--- src/rtl/mem_access.sv ---
// Memory-access stage: single-request handshake to the memory controller, load extension, write-back mux.
// Optional `MEM_FWD_EN adds fwd_w_* outputs that forward the write-back triple to ID, suppressing in-flight loads.
module mem_access (
    input  logic        clk,
    input  logic        rst,
    input  logic [4:0]  ex_w_addr,
    input  logic        ex_w_req,
    input  logic [31:0] ex_w_data,
    input  logic [3:0]  ex_mem_op,
    input  logic [31:0] ex_mem_addr,
    input  logic [31:0] ex_mem_wdata,
    input  logic [5:0]  stall_state,
    input  logic        mc_done,
    input  logic [31:0] mc_rdata,
    output logic        mc_req,
    output logic        mc_we,
    output logic [31:0] mc_addr,
    output logic [31:0] mc_wdata,
    output logic [1:0]  mc_len,
    output logic        stall_req,
    output logic [4:0]  mem_w_addr,
    output logic        mem_w_req,
    output logic [31:0] mem_w_data
`ifdef MEM_FWD_EN
   ,output logic        fwd_w_req,
    output logic [4:0]  fwd_w_addr,
    output logic [31:0] fwd_w_data
`endif
);

    localparam logic [3:0] OP_LB  = 4'd1;
    localparam logic [3:0] OP_LH  = 4'd2;
    localparam logic [3:0] OP_LW  = 4'd3;
    localparam logic [3:0] OP_LBU = 4'd4;
    localparam logic [3:0] OP_LHU = 4'd5;
    localparam logic [3:0] OP_SB  = 4'd6;
    localparam logic [3:0] OP_SH  = 4'd7;
    localparam logic [3:0] OP_SW  = 4'd8;

    typedef enum logic [1:0] {
        S_IDLE = 2'd0,
        S_WAIT = 2'd1,
        S_DONE = 2'd2
    } state_t;

    state_t      r_state;
    state_t      w_next;
    logic        r_mc_req;
    logic        r_mc_we;
    logic [31:0] r_mc_addr;
    logic [31:0] r_mc_wdata;
    logic [1:0]  r_mc_len;
    logic [31:0] r_result;

    logic        w_is_load;
    logic        w_is_store;
    logic        w_is_mem;
    logic [1:0]  w_len;
    logic [31:0] w_ld_ext;
    logic        w_stall_req;
    logic [31:0] w_mem_w_data;

    // Only bit 3 (mem_wb capture) matters to this stage.
    logic        w_unused_stall;
    assign w_unused_stall = ^{stall_state[5:4], stall_state[2:0]};

    assign w_is_load  = (ex_mem_op >= OP_LB) && (ex_mem_op <= OP_LHU);
    assign w_is_store = (ex_mem_op >= OP_SB) && (ex_mem_op <= OP_SW);
    assign w_is_mem   = w_is_load || w_is_store;

    always_comb begin
        w_len = 2'd0;
        case (ex_mem_op)
            OP_LH, OP_LHU, OP_SH: w_len = 2'd1;
            OP_LW, OP_SW:         w_len = 2'd3;
            default:              w_len = 2'd0;
        endcase
    end

    always_comb begin
        w_ld_ext = mc_rdata;
        case (ex_mem_op)
            OP_LB:   w_ld_ext = {{24{mc_rdata[7]}}, mc_rdata[7:0]};
            OP_LBU:  w_ld_ext = {24'd0, mc_rdata[7:0]};
            OP_LH:   w_ld_ext = {{16{mc_rdata[15]}}, mc_rdata[15:0]};
            OP_LHU:  w_ld_ext = {16'd0, mc_rdata[15:0]};
            default: w_ld_ext = mc_rdata;
        endcase
    end

    always_ff @(posedge clk) begin
        if (rst) begin
            r_state    <= S_IDLE;
            r_mc_req   <= 1'b0;
            r_mc_we    <= 1'b0;
            r_mc_addr  <= 32'd0;
            r_mc_wdata <= 32'd0;
            r_mc_len   <= 2'd0;
            r_result   <= 32'd0;
        end else begin
            r_state <= w_next;
            case (r_state)
                S_IDLE: begin
                    if (w_is_mem) begin
                        r_mc_req   <= 1'b1;
                        r_mc_we    <= w_is_store;
                        r_mc_addr  <= ex_mem_addr;
                        r_mc_wdata <= ex_mem_wdata;
                        r_mc_len   <= w_len;
                    end
                end
                S_WAIT: begin
                    // ex_mem is frozen while stalled, so the op still selects the extension here.
                    if (mc_done) begin
                        r_mc_req <= 1'b0;
                        r_result <= w_ld_ext;
                    end
                end
                default: ;
            endcase
        end
    end

    always_comb begin
        w_next       = r_state;
        w_stall_req  = 1'b0;
        w_mem_w_data = ex_w_data;
        case (r_state)
            S_IDLE: begin
                if (w_is_mem) begin
                    w_stall_req = 1'b1;
                    w_next      = S_WAIT;
                end
            end
            S_WAIT: begin
                w_stall_req = 1'b1;
                if (mc_done) begin
                    w_next = S_DONE;
                end
            end
            S_DONE: begin
                if (w_is_load) begin
                    w_mem_w_data = r_result;
                end
                if (!stall_state[3]) begin
                    w_next = S_IDLE;
                end
            end
            default: w_next = S_IDLE;
        endcase
    end

    assign mc_req     = r_mc_req;
    assign mc_we      = r_mc_we;
    assign mc_addr    = r_mc_addr;
    assign mc_wdata   = r_mc_wdata;
    assign mc_len     = r_mc_len;
    assign stall_req  = w_stall_req;
    assign mem_w_addr = ex_w_addr;
    assign mem_w_req  = ex_w_req;
    assign mem_w_data = w_mem_w_data;

`ifdef MEM_FWD_EN
    // A load's value is not known until DONE, so never advertise it earlier.
    assign fwd_w_req  = ex_w_req && !(w_is_load && ((r_state == S_IDLE) || (r_state == S_WAIT)));
    assign fwd_w_addr = ex_w_addr;
    assign fwd_w_data = w_mem_w_data;
`endif

endmodule

--- config.mk ---
export PLATFORM = sky130hd
export DESIGN_NAME = mem_access
export DESIGN_NICKNAME = d
export VERILOG_FILES = /design/src/rtl/mem_access.sv
export SDC_FILE = /design/constraint.sdc
export NUM_CORES = 1
export LEC_CHECK = 0
export BUFFER_PORTS_ARGS = -buffer_cell sky130_fd_sc_hd__buf_2
export CAP_MARGIN = 20
export CORE_MARGIN = 1.5
export CORE_UTILIZATION = 45
export DETAILED_ROUTE_END_ITERATION = 8
export PLACE_DENSITY = 0.95
export SYNTH_ARGS = -nofsm -noshare
export SYNTH_HDL_FRONTEND = slang
export SYNTH_SLANG_ARGS = --single-unit
--- constraint.sdc ---
create_clock -name clk -period 4.2 [get_ports clk]
set_clock_uncertainty 0.05 [all_clocks]
set_input_delay 0.21 -clock clk [delete_from_list [all_inputs] [get_ports clk]]
set_output_delay 0.21 -clock clk [all_outputs]
set_load 0.02 [all_outputs]
# After elaboration in Yosys (flattened, before gate mapping)
# Cells that the tools add are included.
totals:
  register_bits: 102
  in_bits: 147
  output_inout_bits: 107
op_classes:
  n_lt_le_gt_ge: 4
  n_eq_ne: 12
  mux: 13
  n_reduce_logical: 11
ops:
  columns: ["cell", "n"]
  rows:
  - ["one-hot mux 32 bit (4 select lines)", 1]
  - ["two-way mux 32 bit", 2]
  - ["== test 4 x 3 -> 1 bit, second input constant", 3]
  - ["== test 4 x 2 -> 1 bit, second input constant", 2]
  - ["two-way mux 2 bit", 3]
  - ["!= test 2 bit, second input constant", 3]
  - ["one-hot mux 2 bit (3 select lines)", 1]
  - ["AND reduction 3 bit", 2]
  - ["== test 4 x 1 -> 1 bit, second input constant", 1]
  - ["== test 4 bit, second input constant", 1]
  - [">= comparator 4 x 1 -> 1 bit, second input constant", 1]
  - [">= comparator 4 x 3 -> 1 bit, second input constant", 1]
  - ["less-or-equal comparator 4 x 3 -> 1 bit, second input constant", 1]
  - ["less-or-equal comparator 4 bit, second input constant", 1]
  - ["one-hot mux 1 bit (2 select lines)", 2]
  - ["one-hot mux 2 bit (2 select lines)", 1]
  - ["AND reduction 2 bit", 2]
  - ["two-way mux 1 bit", 3]
  - ["OR reduction 3 bit", 1]
  - ["== test 2 x 1 -> 1 bit, second input constant", 1]
  - ["== test 2 bit, second input constant", 1]
  - ["logical AND 1 bit", 2]
  - ["logical NOT 2 bit", 1]
  - ["nonzero test 2 bit", 1]
  - ["2 further kinds", 2]

# Depth between registers and ports, before layout
# Gate-level depths: netlist of run 1.
depth:
  word_depth: 5
  ltp_mapped: 7
  mapped_depth_nobuf: 4

# Least setup slack after synthesis of run 1
# Ideal clock, no wire load.
synth_path:
  path_kind: "input-to-reg"
  startpoint: "input port ex_mem_op[2]"
  endpoint: "register r_mc_addr[10] (netlist: mc_addr[10])"
  setup_ps: 128
  arrival_time_ps: 1706
  required_time_ps: 4022
  path_slack_ps: 2316
  path_stages: 7
  n_path_buf: 3
  cell_sequence: "buf_2 -> o31a_1 -> a2111oi_4 -> buf_6 -> buf_6 -> mux2i_1 -> nor2_1"
synth_via:
  elab_chain_len: 4
  word_cells_on_any_way: 8
  cone_classes: "order compare: 4; reduce/logical: 4"
synth_lines:
  columns: ["item", "line_no", "source"]
  rows:
  - ["start: declaration", "9", "input logic [3:0] ex_mem_op,"]
  - [">= comparator 4 x 1 -> 1 bit, or another cell as far along", "67", "assign w_is_load = (ex_mem_op >= OP_LB) && (ex_mem_op <= OP_LHU);"]
  - ["logical AND 1 bit (on tied branches)", "67, 68", null]
  - ["logical OR 1 bit *", "69", "assign w_is_mem = w_is_load || w_is_store;"]
  - ["AND reduction 2 bit (no line) *", null, null]
  - ["end signal: assignment", "107", "r_mc_addr <= ex_mem_addr;"]
  - ["end: declaration", "50", "logic [31:0] r_mc_addr;"]
# Mark *: on every way between the ends. The rest lies on a longest branch, timed or not.
# A chain may end at the register's enable or synchronous reset.

# Worst setup path in the final report of run 1
layout_path:
  startpoint: "register r_state[0]"
  endpoint: "register r_result[18]"
layout_via:
  elab_chain_len: 2
layout_lines:
  columns: ["item", "line_no", "source"]
  rows:
  - ["start: declaration", "46", "state_t r_state;"]
  - ["start signal: assignment", "101", "r_state <= w_next;"]
  - ["== test 2 x 1 -> 1 bit", "102", "case (r_state)"]
  - ["AND reduction 2 bit (no line)", null, null]
  - ["end signal: assignment", "116", "r_result <= w_ld_ext;"]
  - ["end: declaration", "53", "logic [31:0] r_result;"]
# No other way between the ends.

==> results of run 1 <==
-- state kept, by name, indices dropped and copies added, names as in the netlist --
name / cells
mc_addr: 32
mc_wdata: 32
r_result: 32
mc_len: 2
r_state: 2
mc_req: 1
mc_we: 1
-- cells in the mapped netlist --
library cell	n	share of area [%]
buf_6	4	1.1
or3_1	2	0.30
mux2_2	32	8.6
a311oi_2	1	0.36
buf_4	9	1.6
o31a_1	1	0.21
nor2_1	85	7.6
xnor2_1	1	0.21
nand3b_1	3	0.53
clkbuf_1	19	1.7
a2111oi_4	1	0.65
nand2_1	51	4.5
dfxtp_1	102	48
nand3_1	18	2.1
o32ai_1	1	0.21
mux2i_1	66	16
o41ai_2	1	0.39
nor2b_1	1	0.15
o21ai_0	2	0.24
buf_1	1	0.089
and3b_1	1	0.21
a21oi_1	21	2.5
nor3b_1	1	0.18
inv_1	1	0.089
or3b_2	1	0.21
buf_2	5	0.59
nor3_1	10	1.2
a211oi_1	2	0.36
-- worst min path at each step --
stage	startpoint	endpoint	slack, ns	cells past startpoint
2_1_floorplan	mc_rdata[31]	r_result[31]	0.28	2
3_3_place_gp	mc_rdata[26]	r_result[26]	0.37	3
3_5_place_dp	ex_w_addr[4]	mem_w_addr[4]	0.37	0
4_1_cts	mc_rdata[25]	r_result[25]	0.002	3
5_1_grt	mc_rdata[6]	r_result[6]	0.004	3
6_report	mc_rdata[16]	r_result[16]	0.02	3
-- worst max-delay path, cell delays in order, from the launching register on --
cell	delay [ns]
dfxtp_1	0.51
nand3b_1	0.41
a311oi_2	0.99
nand2_1	0.19
nand3_1	0.13
-- layer usage --
metal  global-route usage, %  vias to the layer above
met4                    6.28                        0
met3                    6.89                       18
li1                        -                     1923
met2                    36.6                      162
met1                    22.3                     1720
met5                       0                        -
-- metrics by stage --
step	setup WS, ns	hold WS, ns	total power, W
floorplan	2.32	0.282	0.00140
global placement	1.79	0.366	0.00154
detailed placement	1.73	0.370	0.00155
CTS	1.82	0.00196	0.00221
global route	1.61	0.00359	0.00229
finish	1.83	0.0164	0.00218
-- kinds of logic after synthesis --
kind of cell	count (synthesis)	synth area share, %
DFF	102	48.5
AOI/OAI and AO/OA	30	4.90
and+or+nand+nor	173	17.0
buffers and inverters	39	5.14
xor gates and xnor gates	1	0.208
muxes	98	24.2
-- cell type report --
class                      instances  area [sq um]
inverter                           1          3.75
antenna                            1          2.50
multi-input combinational        302          1950
timing repair buffer             244          1250
sequential                       102          2040
clock inverter                     7          91.3
clock buffer                       9           124
tap                              111           139
fill                             798          3550
-- power by group through the flow --
| stage | Sequential (W) | Clock [W] | Combinational, W |
|---|---|---|---|
| final | 0.00107 | 0.000651 | 0.000458 |
| after global routing | 0.00108 | 0.000710 | 0.000496 |
| after CTS | 0.00107 | 0.000672 | 0.000463 |
| after detailed placement | 0.00109 | 0 | 0.000459 |
| after global placement | 0.00109 | 0 | 0.000449 |
| after floorplan | 0.00115 | 0 | 0.000250 |
-- what timing repair did --
action                                 CTS  global route
gates resized for setup                  0             0
hold buffers                             4             0
endpoints found under the hold margin    4             0
==> flow_summary_export.csv, run 1 <==
group,metric,value,unit
power_and_ir_drop,ir_drop,0.244,mV
power_and_ir_drop,p_seq_share,49.2,%
synth,syn_inst,443,
drt,wl_met3,931,um
synth,synth_nets,590,
clock_network,numCtsBuffers,9,
clock_network,root_buffer,"clkbuf_8",
worst_setup_path,critPathArrivalTime,2.59,ns
place,gp_congestion,0.753,
place,dp_hpwl,8.08,mm
floorplan,start_util,46.0,%
power_and_ir_drop,combPwrFrac,21.0,%
drt,drc,0,
sta,finalSetupTns,0,ns
worst_setup_path,startpoint,"r_state[0]",
status,status,"finished clean",
finish,syn_to_final_growth,33.1,%
floorplan,die_y,99.7,um
grt,gr-total-overflow,0,
floorplan,io_pins,254,
power_and_ir_drop,clkPwrFrac,29.8,%
worst_setup_path,endpoint_kind,"flop",
worst_setup_path,start_kind,"flop",
sta,drv_slew,0,
place,dp_cells,756,
clock_network,cts_sinks,102,
hold_path,min_path_type,"input port to flop",
power_and_ir_drop,p_sw_share,30.2,%
floorplan,core,0.00915,sq mm
worst_setup_path,rrSetupSlack,1.83,ns
clock_network,path_clk_slew,0.10,ns
clock_network,clock_path_buffers,2,
worst_setup_path,worstSetupPathType,"flop to flop",
synth,syn_area,0.00421,sq mm
drt,firstDrtPassIters,4,
clock_network,htreeDepth,3,
sta,finalCritPeriodShare,56.3,%
drt,top_layer,"met4",
drt,route.met2.wl,5.35,mm
power_and_ir_drop,leakagePower,2.82,nW
worst_setup_path,crit_end,"r_result[18]",
grt,grt_antenna_before_repair,1,
worst_setup_path,cp.required,4.43,ns
worst_setup_path,reg2reg_depth,4,
synth,synth_warnings,0,
finish,final_util,61.3,%
worst_setup_path,r2r-end,"r_result[18]",
finish,final_nets,807,
run,maxCapViolCount,0,
grt,grt_pass1_wl,16.0,mm
synth,yosysSeqAreaShare,48.5,%
finish,final_area,0.00561,sq mm
drt,viasPerCell,4.92,
drt,num_vias,3823,
drt,wl_per_cell,13.9,um
worst_setup_path,worst-path-max-fanout,16,
synth,syn_avg_cell_area,9.51,sq um
worst_setup_path,r2r_start,"r_state[0]",
finish,layout-drive-gt1-share,43.9,%
drt,wirelength,10.8,mm
power_and_ir_drop,p_switching,0.000658,W
synth,ys_types,28,
floorplan,dieArea,0.00995,sq mm
drt,drtIter0Drc,77,
sta,max_freq,423,MHz
grt,gr-usage-all-layers,20.3,%
drt,antenna_left,0,
sta,period_needed,2.37,ns
clock_network,cts_tree,"done",
place,io_buffers,236,
finish,layout_commonest_cell,"buf_2",
place,placed_area,0.00535,sq mm
grt,grt_pass1_vias,3542,
sta,rsz0062_at_grt,"no",
synth,synth_seq_cells,102,
sta,finalSetupViolCount,0,
floorplan,dieWidth,99.7,um
sta,tightest_slew,1.02,ns
sta,hold_violations,0,
sta,slew_headroom,31.9,%
drt,met1_length,4.33,mm
floorplan,rows,35,
clock_network,postCtsSetupBuffers,0,
finish,most-common-layout-cells,"buf_2, dfxtp_1, nor2_1, mux2i_1, nand2_1",
grt,grt_max_degree,78,
clock_network,clk_latency,0.35,ns
finish,final_cells,777,
power_and_ir_drop,internal-power,0.00152,W
power_and_ir_drop,powerDensity,389,mW/mm^2
Power figures use the tool's default switching activity.
==> run 2: changes to the inputs <==
Settings changed: ABC_AREA set to 1, PLACE_DENSITY 0.95 to 0.92.
Clock period 4.2 ns to 2.3 ns, I/O delays scaled along.
==> run 2 against run 1 <==
Compared with the run above: non-clock buffer count is 34 higher; register-to-register slack lost 1.1 ns; die area up 13%; power increased by 100%; largest power group unchanged; area after synthesis increased by 14%; combinational power rose to 2.6 times the previous value.
==> flow_summary_export.csv, run 2 <==
group,metric,value,unit
drt,antenna_left,0,
sta,finalSetupViolCount,0,
synth,yosysSeqAreaShare,42.6,%
clock_network,path_clk_slew,0.10,ns
synth,ys_types,21,
finish,final_util,62.6,%
place,dp_hpwl,9.22,mm
finish,most-common-layout-cells,"buf_2, nand2_1, nor2_1, dfxtp_1, nand3b_1",
synth,async_flop_share,0,%
clock_network,cts_sinks,102,
synth,ys_top_cells_by_area,"dfxtp_1, nand2_1, nor2_1",
worst_setup_path,worstSetupPathType,"flop to output pin",
drt,drc,0,
run,maxCapViolCount,0,
grt,grt_pass1_wl,21.7,mm
sta,period_needed,2.07,ns
synth,synth_top_area_share,42.6,%
finish,layout-drive-gt1-share,29.7,%
finish,nFillCells,899,
floorplan,core,0.0103,sq mm
clock_network,clock_path_buffers,2,
floorplan,die_y,106,um
sta,max_freq,482,MHz
worst_setup_path,critPathArrivalTime,1.91,ns
grt,grt_max_degree,68,
place,io_buffers,236,
synth,synth_most_common_cell,"nand2_1",
worst_setup_path,start_kind,"flop",
clock_network,clk_latency,0.34,ns
power_and_ir_drop,ir_drop,0.372,mV
finish,diodes,0,
drt,firstDrtPassIters,6,
sta,rsz0062_at_grt,"no",
finish,layout_commonest_cell,"buf_2",
drt,drtIter0Drc,388,
floorplan,dieWidth,106,um
sta,drv_slew,0,
synth,synth_seq_cells,102,
floorplan,dieArea,0.0113,sq mm
worst_setup_path,cp.required,2.13,ns
floorplan,start_util,46.4,%
power_and_ir_drop,powerDensity,683,mW/mm^2
synth,syn_inst,686,
drt,viasPerCell,4.90,
clock_network,postCtsSetupBuffers,0,
drt,num_vias,5221,
clock_network,numCtsBuffers,9,
place,dp_cells,1016,
drt,wirelength,13.6,mm
sta,hold_violations,0,
grt,gr-total-overflow,0,
sta,setup_slack,0.226,ns
clock_network,root_buffer,"clkbuf_8",
grt,grt_antenna_before_repair,0,
finish,final_cells,1065,
grt,grt_pass1_vias,4640,
floorplan,rows,37,
synth,yosysTopAreaCell,"dfxtp_1",
place,gp_congestion,0.799,
sta,finalSetupTns,0,ns
clock_network,htreeDepth,3,
synth,synth.top_cells.by_count,"nand2_1, nor2_1, dfxtp_1",
finish,syn_to_final_growth,34.9,%
status,status,"finished clean",
floorplan,io_pins,254,
synth,synth_warnings,0,
synth,syn_avg_cell_area,6.99,sq um
sta,finalCritPeriodShare,90.2,%
worst_setup_path,endpoint_kind,"output pin",
worst_setup_path,worst-path-max-fanout,52,
sta,tightest_slew,0.682,ns
sta,slew_headroom,54.5,%
synth,synth_top_flop_cell,"dfxtp_1",
drt,wl_per_cell,12.8,um
finish,final_nets,1071,
place,pre_cts_ws,0.317,ns
synth,syn_area,0.00479,sq mm
synth,synth_edf_count,0,
synth,synth_nets,833,
power_and_ir_drop,leakagePower,3.38,nW
grt,gr-usage-all-layers,23.6,%
clock_network,cts_tree,"done",
hold_path,min_path_type,"input port to flop",
==> run 2: power breakdown <==
group / switching (W) / internal (W)
logic: 0.000751 / 0.000456
registers: 0.0000804 / 0.00195
clock network: 0.000610 / 0.000568
==> run 2: cell families (layout without fill, tap and decap cells) <==
kind of cell,Yosys count,after routing,synth area share [%]
and+or+nand+nor,403,403,38.6
DFF,102,102,42.6
buffers and inverters,101,344,10.3
AOI/OAI and AO/OA,80,80,8.59
==> run 2: what timing repair did <==
action	in CTS	in global routing
endpoints found under the setup margin	0	0
endpoints found under the hold margin	32	0
hold buffers	32	0
gates resized for setup	0	0
==> run 2: per-stage QoR <==
stage	total power (W)	hold WS (ns)	instance area [sq um]
floorplan	0.00286	0.214	4790
global placement	0.00319	0.180	5920
detailed placement	0.00322	0.180	5920
CTS	0.00443	0.000839	6440
global route	0.00467	0.00880	6460
finish	0.00441	0.0113	6460
==> run 2: cell type report <==
cell class / count / area (sq um) / share of cell area [%]
Tap cell: 136 / 170 / 2.63
Timing Repair Buffer: 278 / 1590 / 24.6
Sequential cell: 102 / 2040 / 31.6
Inverter: 50 / 188 / 2.90
Clock buffer: 12 / 155 / 2.40
Clock inverter: 4 / 53.8 / 0.832
Multi-Input combinational cell: 483 / 2270 / 35.1
==> run 2: routing by layer <==
metal	GRT usage [%]	share of wire (%)	vias up	wire length, um
met1	28.9	41	2341	5560
met2	40.6	50	215	6840
met5	0	0	-	0
li1	-	-	2636	-
met3	4.66	6.3	29	862
met4	9.46	2.4	0	330
==> run 2: worst paths after layout <==
kind | start | endpoint | slack [ns] | cells after the start
setup / recovery | r_state[0] | mem_w_data[20] | 0.23 | 6
hold / removal | ex_mem_addr[3] | mc_addr[3] | 0.01 | 4
setup reg to reg | r_state[0] | r_result[2] | 0.75 | 6
hold reg to reg | r_result[0] | r_result[0] | 0.41 | 2
==> run 2: critical path, stage by stage, from the launching register on <==
cell and delay (ns):
dfxtp_1 0.43, nor2_1 0.11, nand2_2 0.14, buf_4 0.42
nand2_1 0.15, o21ai_0 0.11, buf_2 0.19
==> run 3: changes to the inputs <==
Settings changed: CORE_ASPECT_RATIO set to 0.7.
==> run 3 against run 2 <==
Compared with the run above: register-to-register slack worse by 0.13 ns; critical endpoint is now mem_w_data[21]; largest cell class unchanged; sequential power hardly changed; clock power is 40% higher.
==> flow_summary_export.csv, run 3 (synthesis gave the netlist of run 2 again) <==
group,metric,value,unit
finish,layout_commonest_cell,"buf_2",
clock_network,root_buffer,"clkbuf_16",
drt,wirelength,12.6,mm
worst_setup_path,endpoint_kind,"output pin",
worst_setup_path,worst-path-max-fanout,56,
finish,final_util,61.4,%
worst_setup_path,start_kind,"flop",
clock_network,clock_path_buffers,2,
power_and_ir_drop,powerDensity,763,mW/mm^2
sta,hold_violations,0,
floorplan,start_util,46.3,%
run,maxCapViolCount,0,
place,dp_hpwl,8.86,mm
power_and_ir_drop,p_seq_share,41.9,%
drt,wl_per_cell,12.2,um
drt,num_vias,5001,
sta,finalSetupViolCount,0,
grt,gr-usage-all-layers,21.5,%
finish,nFillCells,966,
sta,tightest_slew,0.823,ns
clock_network,cts_sinks,102,
drt,antenna_left,0,
place,io_buffers,236,
floorplan,io_pins,254,
clock_network,ctsHoldBuffers,11,
power_and_ir_drop,clkPwrFrac,34.1,%
grt,grt_max_degree,68,
grt,grt_antenna_before_repair,0,
drt,drc,0,
clock_network,postCtsSetupBuffers,0,
worst_setup_path,worstSetupPathType,"flop to output pin",
sta,period_needed,2.05,ns
clock_network,clk_latency,0.33,ns
power_and_ir_drop,combPwrFrac,24.0,%
power_and_ir_drop,p_switching,0.00150,W
worst_setup_path,cp_common_cell,"buf_4",
grt,grt_pass1_wl,19.7,mm
hold_path,min_path_type,"input port to flop",
worst_setup_path,cp.required,2.13,ns
power_and_ir_drop,ir_drop,0.434,mV
floorplan,die_y,89.4,um
sta,finalSetupTns,0,ns
floorplan,core,0.0104,sq mm
power_and_ir_drop,internal-power,0.00335,W
clock_network,path_clk_slew,0.07,ns
power_and_ir_drop,p_sw_share,31.0,%
worst_setup_path,crit_path_cell_trace,"nor2_1, buf_4, nand2_2, buf_4, nand2_1, o21ai_0, buf_2",
grt,gr-total-overflow,0,
clock_network,cts.repair.resized,0,
worst_setup_path,critPathArrivalTime,1.89,ns
worst_setup_path,critPathMaxStageDelay,0.41,ns
clock_network,htreeDepth,3,
finish,layout-drive-gt1-share,30.4,%
clock_network,numCtsBuffers,9,
finish,final_cells,1038,
floorplan,dieWidth,126,um
status,status,"finished clean",
clock_network,cts_tree,"done",
drt,drtIter0Drc,208,
place,gp_congestion,0.787,
power_and_ir_drop,leakagePower,3.34,nW
place,dp_cells,1011,
sta,finalCritPeriodShare,89.3,%
drt,viasPerCell,4.82,
sta,rsz0062_at_grt,"no",
worst_setup_path,worst_path_max_delay_cell,"dfxtp_1",
sta,max_freq,487,MHz
grt,grt_pass1_vias,4367,
finish,final_nets,1048,
sta,drv_slew,0,
drt,firstDrtPassIters,4,
sta,slew_headroom,45.0,%
finish,diodes,0,
finish,syn_to_final_growth,32.6,%
finish,most-common-layout-cells,"buf_2, nand2_1, nor2_1, dfxtp_1, nand3b_1",
floorplan,rows,31,
floorplan,dieArea,0.0113,sq mm
sta,whs,0.0168,ns
run 3: changes by cell type in the layout (fill, tap and decap cells not counted), sizes merged:
cell / previous run / this run
clkbuf: 12 / 9
dlygate4sd3: 32 / 11
buf: 246 / 244
inv: 50 / 52
bufinv: 1 / 2
run 3: path summary, 6_finish.rpt:
kind	slack, ns	from	depth (start not counted)	to
worst min-delay path	0.02	mc_rdata[1]	3	r_result[1]
worst min register to register	0.40	r_result[1]	2	r_result[1]
worst max-delay path	0.25	r_state[0]	7	mem_w_data[21]
worst max register to register	0.62	r_state[0]	5	r_result[8]
run 3: power by group through the flow:
stage          clock network [W]  logic (W)  registers, W
4_1_cts                  0.00169    0.00117       0.00203
3_3_place_gp                   0    0.00113       0.00206
6_report                 0.00165    0.00116       0.00203
5_1_grt                  0.00176    0.00130       0.00205
2_1_floorplan                  0   0.000621       0.00224
3_5_place_dp                   0    0.00115       0.00207
run 3: layout make-up:
type                            instances  area (sq um)  area share [%]
Clock buffer                            9           225            3.54
Clock inverter                          7           104            1.63
Inverter                               50           188            2.95
Multi-Input combinational cell        483          2270            35.7
Sequential cell                       102          2040            32.1
Tap cell                              132           165            2.60
Timing Repair Buffer                  255          1360            21.5
run 3: through the flow:
| step | area (sq um) | total power (W) | worst slack [ns] |
|---|---|---|---|
| global route | 6350 | 0.00511 | 0.0624 |
| finish | 6350 | 0.00485 | 0.247 |
| CTS | 6350 | 0.00489 | 0.269 |
| global placement | 5920 | 0.00319 | 0.628 |
| detailed placement | 5920 | 0.00322 | 0.583 |
| floorplan | 4790 | 0.00286 | 0.496 |
run 3: metal layers:
metal | share of wire, % | track usage, % | routed length, um | vias to the layer above
met3 | 7.1 | 5.86 | 897 | 17
met5 | 0 | 0 | 0 | -
li1 | - | - | - | 2591
met2 | 48 | 37.3 | 6050 | 183
met1 | 44 | 26.5 | 5540 | 2210
met4 | 1.2 | 6.69 | 155 | 0
run 3: critical path, delay by kind of cell, from the launching register on:
family / cells / cell delay, ns
AO/OA/AOI/OAI: 1 / 0.10
flip-flops: 1 / 0.41
AND/OR/NAND/NOR: 3 / 0.25
buffers and inverters: 3 / 0.77
